==> src/rtl/decoder_3to8_strobe.sv <==
// Registered 3-to-8 decoder with a valid/ready handshake and a timed
// one-hot strobe. Each accepted code drives its line for HOLD_CYCLES
// cycles, followed by GAP_CYCLES all-zero cycles before the next accept.
//
// state   | meaning
// --------+-----------------------------------------------------------
// S_IDLE  | waiting for a code; in_ready=1, out=0
// S_DRIVE | one-hot strobe on out; out_valid=1, busy=1, done on last cycle
// S_GAP   | forced all-zero spacing after a strobe; busy=1
module decoder_3to8_strobe #(
    parameter int HOLD_CYCLES = 4,
    parameter int GAP_CYCLES  = 1
) (
    input  logic       clk,
    input  logic       rst,
    input  logic [2:0] in_code,
    input  logic       in_valid,
    output logic       in_ready,
    output logic [7:0] out,
    output logic       out_valid,
    output logic       done,
    output logic       busy
);

    // Out-of-range timing parameters stop elaboration.
    if (HOLD_CYCLES < 1 || HOLD_CYCLES > 255) begin : g_bad_hold
        $error("decoder_3to8_strobe: HOLD_CYCLES must be in 1..255");
    end
    if (GAP_CYCLES < 0 || GAP_CYCLES > 255) begin : g_bad_gap
        $error("decoder_3to8_strobe: GAP_CYCLES must be in 0..255");
    end

    // Counter reload values; the gap value is unused when GAP_CYCLES is 0.
    localparam logic [7:0] HOLD_LD = 8'(HOLD_CYCLES - 1);
    localparam logic [7:0] GAP_LD  = 8'(GAP_CYCLES - 1);

    typedef enum logic [1:0] {
        S_IDLE  = 2'd0,
        S_DRIVE = 2'd1,
        S_GAP   = 2'd2
    } state_t;

    state_t     state;
    logic [7:0] cnt;

    // Single-process FSM: every output is a register updated alongside the
    // state, so nothing on the input side reaches the outputs combinationally.
    // The out register doubles as the latched code for the whole strobe.
    always_ff @(posedge clk) begin
        if (rst) begin
            state     <= S_IDLE;
            cnt       <= 8'd0;
            out       <= 8'h00;
            out_valid <= 1'b0;
            done      <= 1'b0;
            busy      <= 1'b0;
            in_ready  <= 1'b1;
        end else begin
            case (state)
                S_IDLE: begin
                    if (in_valid) begin
                        state     <= S_DRIVE;
                        cnt       <= HOLD_LD;
                        out       <= 8'b1 << in_code;
                        out_valid <= 1'b1;
                        done      <= (HOLD_CYCLES == 1);
                        busy      <= 1'b1;
                        in_ready  <= 1'b0;
                    end
                end
                S_DRIVE: begin
                    if (cnt == 8'd0) begin
                        out       <= 8'h00;
                        out_valid <= 1'b0;
                        done      <= 1'b0;
                        if (GAP_CYCLES > 0) begin
                            state    <= S_GAP;
                            cnt      <= GAP_LD;
                            busy     <= 1'b1;
                            in_ready <= 1'b0;
                        end else begin
                            state    <= S_IDLE;
                            cnt      <= 8'd0;
                            busy     <= 1'b0;
                            in_ready <= 1'b1;
                        end
                    end else begin
                        cnt  <= cnt - 8'd1;
                        // done must line up with the cycle the counter reads 0
                        done <= (cnt == 8'd1);
                    end
                end
                S_GAP: begin
                    if (cnt == 8'd0) begin
                        state    <= S_IDLE;
                        busy     <= 1'b0;
                        in_ready <= 1'b1;
                    end else begin
                        cnt <= cnt - 8'd1;
                    end
                end
                default: begin
                    state     <= S_IDLE;
                    cnt       <= 8'd0;
                    out       <= 8'h00;
                    out_valid <= 1'b0;
                    done      <= 1'b0;
                    busy      <= 1'b0;
                    in_ready  <= 1'b1;
                end
            endcase
        end
    end

endmodule

==> config.mk <==
export PLATFORM = sky130hd
export DESIGN_NAME = decoder_3to8_strobe
export DESIGN_NICKNAME = d
export VERILOG_FILES = /design/src/rtl/decoder_3to8_strobe.sv
export SDC_FILE = /design/constraint.sdc
export NUM_CORES = 1
export LEC_CHECK = 0
export CORE_MARGIN = 2
export CORE_UTILIZATION = 45
export DETAILED_ROUTE_END_ITERATION = 10
export PLACE_DENSITY_LB_ADDON = 0.3
export RECOVER_POWER = 100
export SLEW_MARGIN = 20
export SYNTH_ARGS = -nofsm -noshare
export SYNTH_HDL_FRONTEND = slang
export SYNTH_SLANG_ARGS = --single-unit
==> constraint.sdc <==
create_clock -name clk -period 2.1 [get_ports clk]
set_input_delay 0.315 -clock clk [delete_from_list [all_inputs] [get_ports clk]]
set_output_delay 0.315 -clock clk [all_outputs]
set_load 0.005 [all_outputs]
Word level (Yosys, flattened, before mapping)
Cells that the tools add are included.
{"block": "totals", "register_bits": 22, "latchBits": 0, "ramBits": 0, "rom_bits": 0, "inputBits": 6, "output_inout_bits": 12, "wordCells": 43, "mem_count": 0}
{"block": "op_classes", "addsub": 1, "mul": 0, "div": 0, "order_cmp": 0, "eq_ne": 7, "shift": 1, "muxes": 20, "bitwise_logic": 1, "reduce_logical": 6}
{"cell": "$pmux 8 s3", "count": 2}
{"cell": "$mux 8", "count": 5}
{"cell": "$pmux 1 s3", "count": 4}
{"cell": "$eq 8x1->1 const B", "count": 1}
{"cell": "$logic_not 8->1", "count": 1}
{"cell": "$ne 2x2->1 const B", "count": 4}
{"cell": "$shl 1x3->8 const A", "count": 1}
{"cell": "$sub 8x1->8 const B", "count": 1}
{"cell": "$mux 2", "count": 3}
{"cell": "$pmux 2 s3", "count": 1}
{"cell": "$reduce_and 3->1", "count": 2}
{"cell": "$mux 1", "count": 5}
{"cell": "$reduce_and 2->1", "count": 2}
{"cell": "$eq 2x1->1 const B", "count": 1}
{"cell": "$eq 2x2->1 const B", "count": 1}
{"cell": "$logic_not 2->1", "count": 1}
{"cell": "$not 1->1", "count": 1}

Depth between registers and ports, before layout
Gate-level depths: netlist (run 1).
{"block": "logic_depth", "word_depth": 3, "depth_mapped": 6, "ltp_nobuf": 6}

Worst setup path after synthesis (run 1)
No wires, ideal clock.
{"block": "synth_timing", "path_kind": "reg2reg", "start": "reg cnt[0]", "end": "reg cnt[3]", "setup_time_ns": 0.070, "arrival_time_ns": 1.798, "required_ns": 2.030, "path_slack_ns": 0.232, "path_stages_with_launch": 7, "n_path_buf": 0, "period_less_slack_ns": 1.868, "path_cell_list": "dfxtp_1 inv_1 ha_1 nor3b_1 and3_1 or4_2 a21oi_1"}
{"block": "synth_between", "elab_chain_len": 3, "word_cells_on_any_way": 7, "classes_between": "add/sub (1); eq/ne (1); mux (3); reduce/logical (2)"}
{"item": "start, declared", "line_no": "44", "source": "logic [7:0] cnt;"}
{"item": "start signal, assigned", "line_no": "88", "source": "cnt <= cnt - 8'd1;"}
{"item": "start signal, assigned", "line_no": "99", "source": "cnt <= cnt - 8'd1;"}
{"item": "$sub 8x1->8 / $logic_not 8->1 (equally long branches)"}
{"item": "$mux 8 (tied with other cells)", "line_no": "94", "source": "if (cnt == 8'd0) begin"}
{"item": "$pmux 8 s3 / $reduce_and 2->1 (equally long branches)"}
Parallel ways exist; a longest one is shown, timed or not. The select of a mux whose other input is x is not followed.
A chain may end at the register's enable or synchronous reset.

Worst setup path in the final report (run 1)
{"block": "layout_timing", "start": "reg cnt[1]", "end": "reg out[5]"}
{"block": "layout_between", "elab_chain_len": 3}
{"item": "$logic_not 8->1", "line_no": "72", "source": "if (cnt == 8'd0) begin"}
{"item": "$ne 2x2->1 (no source line)"}
{"item": "$reduce_and 3->1 (no source line)"}
{"item": "end signal, assigned", "line_no": "64", "source": "out <= 8'b1 << in_code;"}
{"item": "end, declared", "line_no": "19", "source": "output logic [7:0] out,"}
No other way between the ends.

==> results.toml, run 1 <==
[detailed_routing]
dr.pass1.iters = 4
routed_wl_um = 2490
via_per_inst = 5.97
remaining_drc_errors = 0
vias = 1027
drt-wirelength-per-cell_um = 14.4
antenna_left = 0
drt_iter0_drc = 30

[worst_setup_path]
cp-start-kind = "flop"
rr_startpoint = "cnt[1]"
reg2reg_setup_slack_ns = 0.11
path_cells = "inv_1 -> ha_1 -> or3b_2 -> nor2_1 -> o32ai_2 -> a22o_1"
max_stage_delay_ns = 0.53
critPathRequiredTime_ns = 2.32
setup.worst_path.class = "reg2reg"
cp-end-kind = "flop"
crit_arrival_ns = 2.20
path_max_fanout = 9
startpoint = "cnt[1]"
cpMaxStageDelayCell = "or3b_2"
rr_worst_depth = 6

[logic_synthesis]
yosysWarnings = 0
netlist_area_mm2 = 0.00109
syn-instance-count = 121
syn_area_per_cell_um2 = 9.00
seq_area_frac_synth_pct = 40.5
yosysUniqueCellTypes = 44
synth-async-reset-ratio_pct = 0
syn-num-nets = 130
synth_edf_count = 0
synth_flop_cell = "dfxtp_1"
ys_ff_latch = 22

[global_route]
grt_usage_pct = 20.0
antenna_found_initial = 0
first_global_vias = 874
grt-ovfl-total = 0
grt_max_degree = 14
grt_pass1_wl_um = 4080

[die]
boundaryPins = 18
die_w_um = 53.2
dieArea_mm2 = 0.00283
die_h_um = 53.2
rows = 17
core_region_area_mm2 = 0.00225
start_util_pct = 48.3

[power_and_ir_drop]
power_density_mw_per_mm2 = 1440
peakVddDrop_mv = 0.857
p_seq_share_pct = 32.2
switching_power_mw = 0.802
switching_share_pct = 40.7
pwr-share-comb_pct = 51.4
clock_power_share_pct = 16.4
leakagePower_nw = 0.555
p_int_mw = 1.17

[cts]
postCtsSetupBuffers = 0
cts_tree = "yes"
clock-sinks = 22
cts_buffer_depth = 2
path_clk_slew_ns = 0.12
cts-root-buf = "clkbuf_4"
cts_hold_buf = 0
clock_latency_ns = 0.31
cts_resized = 0
h-tree-depth = 1
numCtsBuffers = 3

[worst_hold_path]
min_path_type = "reg2reg"
hold_depth = 1
hp-start = "out_valid"

[cells_and_area]
fillers = 233
seqCellArea_um2 = 440
utilization_pct = 60.8
final_cell_mix = "dfxtp_1, nor2_1, dlygate4sd3_1"
layout-drive-gt1-share_pct = 11.8
mostFrequentLayoutCell = "dfxtp_1"
layout-area-overhead-vs-synth_pct = 26.0
nets = 154
diodes = 0
multi_input_area_um2 = 606

[placed_design]
place_congestion = 0.868
io_buffer_count = 17
dpl.hpwl_um = 1900

[timing]
clock_skew_ns = 0.00215
fin_crit_ns = 1.99
slew_headroom_pct = 58.5
period_share_pct = 94.7
hold_viol_final = 0
rsz0062_at_grt = "no"
tns_ns = 0
slew_viol_final = 0
setup_viol = 0
tightest_slew_ns = 0.622
max_freq_mhz = 503

[status]
status = "finished clean"

[job]
maxCapViolations = 0
-- kinds of logic (layout without fill, tap and decap cells) --
group                      Yosys count  count (layout)  synth area share, %
AOI/OAI and AO/OA                   43              43                 29.2
and+or+nand+nor                     42              42                 22.4
DFF                                 22              22                 40.5
buffers and inverters               10              33                 3.68
adders and majority gates            3               3                 3.45
xor gates and xnor gates             1               1                0.805
-- cell type report --
type                       count  area share [%]
tap                           28            2.55
timing repair buffer          24            16.0
clock inverter                 1            2.19
sequential                    22            32.1
multi-input combinational     89            44.2
inverter                       5            1.37
clock buffer                   3            1.64
-- metrics by stage --
step	area, um^2	hold WS [ns]	total power, mW	instances	setup slack, ns
after floorplan	1090	0.456	1.34	121	0.232
after global placement	1330	0.451	1.64	168	0.104
after detailed placement	1330	0.462	1.68	168	0.0755
after CTS	1380	0.491	2.01	172	0.123
after global routing	1370	0.518	2.13	172	0.0277
final	1370	0.478	1.97	172	0.112
-- power groups by stage --
stage | logic, mW | clock network, mW | registers (mW)
after floorplan | 0.724 | 0 | 0.620
after global placement | 1.01 | 0 | 0.639
after detailed placement | 1.04 | 0 | 0.645
after CTS | 1.05 | 0.332 | 0.635
after global routing | 1.13 | 0.346 | 0.649
final | 1.01 | 0.323 | 0.634
-- worst paths after layout --
check / end
worst max-delay path: out[5]
worst min-delay path: out_valid
worst max register to register: out[5]
worst min register to register: out_valid
-- state kept, by name, indices dropped and copies added, names as in the netlist --
name       count
busy           1
cnt            8
done           1
in_ready       1
out            8
out_valid      1
state          2
-- worst max-delay path, delay by kind of cell (launching register included) --
family / cells / cell delay [ns]
AND/OR/NAND/NOR: 2 / 0.74
buffers and inverters: 1 / 0.11
flip-flops: 1 / 0.34
adder cells (fa/ha/maj): 1 / 0.21
AO/OA/AOI/OAI: 2 / 0.49
-- synthesized netlist by cell type (3+ instances only) --
| cell | count | share of area [%] |
|---|---|---|
| a31oi_1 | 3 | 1.7 |
| o31ai_1 | 3 | 2.1 |
| o21ai_0 | 6 | 2.8 |
| inv_1 | 5 | 1.7 |
| nor2b_1 | 4 | 2.3 |
| a32o_1 | 4 | 3.7 |
| nor2_1 | 12 | 4.1 |
| clkbuf_1 | 3 | 1.0 |
| or4_1 | 3 | 2.1 |
| nor3_1 | 3 | 1.4 |
| dfxtp_1 | 22 | 40 |
| a21oi_1 | 10 | 4.6 |
| ha_1 | 3 | 3.4 |
| a22o_1 | 4 | 3.2 |
-- metal layers --
metal	wire length [um]	up-vias	global-route usage, %	part of all wire (%)
li1	-	514	-	-
met1	1140	484	27.0	46
met2	1200	22	31.0	48
met3	87	7	2.26	3.5
met4	60	0	11.1	2.4
met5	0	-	0	0
(Power assumes the default switching activity.)
==> inputs of run 2 (changes only) <==
==> constraint.sdc (replaced) <==
create_clock -name clk -period 2.45 [get_ports clk]
set_input_delay 0.3675 -clock clk [delete_from_list [all_inputs] [get_ports clk]]
set_output_delay 0.3675 -clock clk [all_outputs]
set_load 0.005 [all_outputs]
==> results.toml, run 2 (synthesized netlist as in run 1, its figures left out) <==
[worst_setup_path]
path_max_fanout = 7
critPathRequiredTime_ns = 2.69
cp-start-kind = "flop"
crit_family = "simple AND/OR/NAND/NOR gates"
cp-end-kind = "flop"
max_stage_delay_ns = 0.61
cpMaxStageDelayCell = "or4_2"
path_cells = "inv_1 -> ha_1 -> nor3b_1 -> and3_1 -> or4_2 -> a21oi_1"
crit_arrival_ns = 2.31
setup.worst_path.class = "reg2reg"
path_buf_inv = 1

[die]
start_util_pct = 48.3
core_region_area_mm2 = 0.00225
dieArea_mm2 = 0.00283
die_h_um = 53.2
die_w_um = 53.2
rows = 17
boundaryPins = 18

[power_and_ir_drop]
leakagePower_nw = 0.524
peakVddDrop_mv = 0.687
p_seq_share_pct = 37.4
p_int_mw = 0.863
clock_power_share_pct = 10.5
pwr-share-comb_pct = 52.1
switching_share_pct = 43.0
power_density_mw_per_mm2 = 1150
switching_power_mw = 0.652

[cts]
cts-root-buf = "clkbuf_4"
numCtsBuffers = 3
cts_resized = 0
h-tree-depth = 1
clock-sinks = 22
cts_hold_buf = 0
clock_latency_ns = 0.30
cts_tree = "yes"
path_clk_slew_ns = 0.11
postCtsSetupBuffers = 0
cts_buffer_depth = 2

[timing]
slew_headroom_pct = 54.9
setup_viol = 0
hold_viol_final = 0
period_share_pct = 84.1
slew_viol_final = 0
clock_skew_ns = 0.00420
fin_crit_ns = 2.06
tns_ns = 0
max_freq_mhz = 485
tightest_slew_ns = 0.675
rsz0062_at_grt = "no"

[cells_and_area]
final_cell_mix = "dfxtp_1, nor2_1, dlygate4sd3_1"
diodes = 0
utilization_pct = 58.3
layout-area-overhead-vs-synth_pct = 20.8
fillers = 226
nets = 150
mostFrequentLayoutCell = "dfxtp_1"
reg.largest.list = "cnt (8), out (8), state (2)"
layout-drive-gt1-share_pct = 9.35

[placed_design]
dpl.hpwl_um = 1730
io_buffer_count = 17
place_congestion = 0.882

[global_route]
antenna_found_initial = 0
grt_usage_pct = 19.4
grt_max_degree = 16
grt_pass1_wl_um = 3960
first_global_vias = 870
grt-ovfl-total = 0

[detailed_routing]
antenna_left = 0
remaining_drc_errors = 0
routed_wl_um = 2280
dr.pass1.iters = 4
drt_iter0_drc = 28
drt-wirelength-per-cell_um = 13.6
vias = 980
via_per_inst = 5.87

[job]
maxCapViolations = 0

[status]
status = "finished clean"

[worst_hold_path]
min_path_type = "reg2reg"
==> run 2: changes by cell type in the layout (fill, tap and decap cells not counted), sizes merged <==
cell / previous run / this run
clkbuf: 4 / 3
buf: 6 / 3
bufinv: 1 / 0
==> run 2: final timing paths <==
path	start	endpoint	slack, ns	depth (start not counted)
worst max-delay path	cnt[0]	cnt[3]	0.39	6
worst min-delay path	out[2]	out[2]	0.48	1
worst max register to register	cnt[0]	cnt[3]	0.39	6
worst min register to register	out[2]	out[2]	0.48	1
==> run 2: cell type report <==
class                   count  area, um^2  share of cell area [%]
flip-flops and latches     22         440                    33.5
well taps                  28        35.0                    2.66
inverters                   5        18.8                    1.43
repair buffers             20         193                    14.7
multi-input cells          89         606                    46.1
clock buffers               3        22.5                    1.71
==> run 2: routing by layer <==
| layer | track usage (%) | wire length [um] | vias to the layer above |
|---|---|---|---|
| met2 | 28.5 | 1050 | 22 |
| met4 | 9.40 | 41 | 0 |
| met3 | 2.82 | 91 | 5 |
| met5 | 0 | 0 | - |
| met1 | 27.6 | 1090 | 455 |
| li1 | - | - | 498 |
==> run 2: worst reg2reg max path, cell delays in order, from the launching register on <==
cell     delay, ns
dfxtp_1       0.45
inv_1         0.09
ha_1          0.24
nor3b_1       0.21
and3_1        0.25
or4_2         0.62
a21oi_1       0.15
==> run 2: power groups by stage <==
stage          Clock (mW)  Combinational [mW]  Sequential [mW]
6_report            0.159               0.789            0.567
5_1_grt             0.179               0.897            0.590
4_1_cts             0.165               0.800            0.569
3_5_place_dp            0               0.796            0.577
3_3_place_gp            0               0.786            0.569
2_1_floorplan           0               0.621            0.532
==> run 2: through the flow <==
| stage | std cells | hold WS [ns] | power, mW | area (um^2) | setup WS, ns |
|---|---|---|---|---|---|
| 2_1_floorplan | 121 | 0.456 | 1.15 | 1090 | 0.582 |
| 3_3_place_gp | 164 | 0.451 | 1.36 | 1290 | 0.402 |
| 3_5_place_dp | 164 | 0.464 | 1.37 | 1290 | 0.363 |
| 4_1_cts | 167 | 0.490 | 1.53 | 1320 | 0.397 |
| 5_1_grt | 167 | 0.507 | 1.67 | 1320 | 0.248 |
| 6_report | 167 | 0.477 | 1.52 | 1320 | 0.390 |
==> inputs of run 3 (changes only) <==
==> constraint.sdc (replaced) <==
create_clock -name clk -period 2 [get_ports clk]
set_input_delay 0.3 -clock clk [delete_from_list [all_inputs] [get_ports clk]]
set_output_delay 0.3 -clock clk [all_outputs]
set_load 0.005 [all_outputs]
==> results.toml, run 3 (synthesized netlist as in run 1, its figures left out) <==
[detailed_routing]
drt_iter0_drc = 26
via_per_inst = 5.99
drt-wirelength-per-cell_um = 14.2
antenna_left = 0
vias = 1048
remaining_drc_errors = 0
routed_wl_um = 2490
dr.pass1.iters = 4

[timing]
tns_ns = 0
slew_viol_final = 0
clock_skew_ns = 0.00517
fin_crit_ns = 1.89
tightest_slew_ns = 0.406
hold_viol_final = 0
setup_viol = 0
slew_headroom_pct = 72.9
rsz0062_at_grt = "no"
max_freq_mhz = 530
period_share_pct = 94.4

[global_route]
grt_max_degree = 14
antenna_found_initial = 0
grt_pass1_wl_um = 4280
grt_usage_pct = 20.4
grt-ovfl-total = 0
first_global_vias = 993

[power_and_ir_drop]
peakVddDrop_mv = 0.912
switching_power_mw = 0.878
power_mw = 2.14
p_int_mw = 1.26
leakagePower_nw = 0.563
clock_power_share_pct = 15.4
pwr-share-comb_pct = 54.2
power_density_mw_per_mm2 = 1520
p_seq_share_pct = 30.4
switching_share_pct = 41.1

[cells_and_area]
mostFrequentLayoutCell = "dfxtp_1"
fillers = 220
layout-area-overhead-vs-synth_pct = 28.9
diodes = 0
multi_input_area_um2 = 622
reg.largest.list = "cnt (8), out (8), state (2)"
layout-drive-gt1-share_pct = 13.6
seqCellArea_um2 = 440
nets = 157
final_cell_mix = "dfxtp_1, dlygate4sd3_1, nor2_1"

[worst_setup_path]
cp-start-kind = "flop"
startpoint = "cnt[0]"
crit_arrival_ns = 2.07
cp-end-kind = "flop"
reg2reg_setup_slack_ns = 0.11
path_max_fanout = 6
rr_worst_depth = 6
setup.worst_path.class = "reg2reg"
rr_startpoint = "cnt[0]"
critPathRequiredTime_ns = 2.18

[die]
core_region_area_mm2 = 0.00225
die_h_um = 53.2
rows = 17
die_w_um = 53.2
dieArea_mm2 = 0.00283
boundaryPins = 18
start_util_pct = 48.3

[cts]
postCtsSetupBuffers = 0
clock-sinks = 22
path_clk_slew_ns = 0.12
h-tree-depth = 1
cts_tree = "yes"
cts-root-buf = "clkbuf_4"
clock_latency_ns = 0.30
cts_buffer_depth = 2
numCtsBuffers = 3

[placed_design]
place_congestion = 0.927
io_buffer_count = 17
dpl.hpwl_um = 1840

[worst_hold_path]
hp-start = "out_valid"
min_path_type = "reg2reg"
hold_depth = 1

[status]
status = "finished clean"

[job]
maxCapViolations = 0
[run 3: cell types whose count changed in the layout (fill, tap and decap cells not counted)]
cell,change
clkbuf_1,+3
nor2_1,-2
nor2_2,+2
bufinv_16,+1
o32ai_2,-1
o32ai_4,+1
buf_4,+4
[run 3: timing repair]
action	4_1_cts	5_1_grt
endpoints found under the setup margin	0	9
hold buffers	0	0
resized for setup	0	2
[run 3: cell type report]
class	instances	area share, %
Timing Repair Buffer	27	16.7
Multi-Input combinational cell	89	44.3
Tap cell	28	2.50
Clock buffer	3	1.61
Sequential cell	22	31.4
Inverter	5	1.34
Clock inverter	1	2.14
[run 3: power by group through the flow]
| stage | Clock, mW | Sequential (mW) | Combinational [mW] |
|---|---|---|---|
| final | 0.330 | 0.649 | 1.16 |
| after global routing | 0.361 | 0.667 | 1.28 |
| after CTS | 0.344 | 0.648 | 1.16 |
| after detailed placement | 0 | 0.658 | 1.15 |
| after global placement | 0 | 0.654 | 1.12 |
| after floorplan | 0 | 0.651 | 0.760 |
[run 3: routing by layer]
layer,track usage (%),part of all wire [%],up-vias
li1,-,-,520
met1,25.7,46,498
met2,36.0,49,24
met3,2.54,3.9,6
met4,5.98,1.7,0
met5,0,0,-
[run 3: worst max-delay path, stage by stage, from the launching register on]
cell and delay, ns:
dfxtp_1 0.33, inv_1 0.09, ha_1 0.20, or3b_2 0.54, nor2_2 0.20, o32a_1 0.34
a311oi_1 0.07
[run 3: worst paths after layout]
check	to
setup reg to reg	cnt[6]
hold reg to reg	out_valid
setup / recovery	cnt[6]
hold / removal	out_valid
[run 3: stage by stage]
step	worst slack [ns]	util, %	instance area (um^2)	hold WS, ns	instances
global route	0.0198	62.2	1400	0.511	175
CTS	0.0861	62.1	1400	0.491	175
detailed placement	0.0203	59.8	1350	0.462	171
finish	0.113	62.2	1400	0.481	175
global placement	0.0275	59.8	1350	0.450	171
floorplan	0.132	-	1090	0.454	121
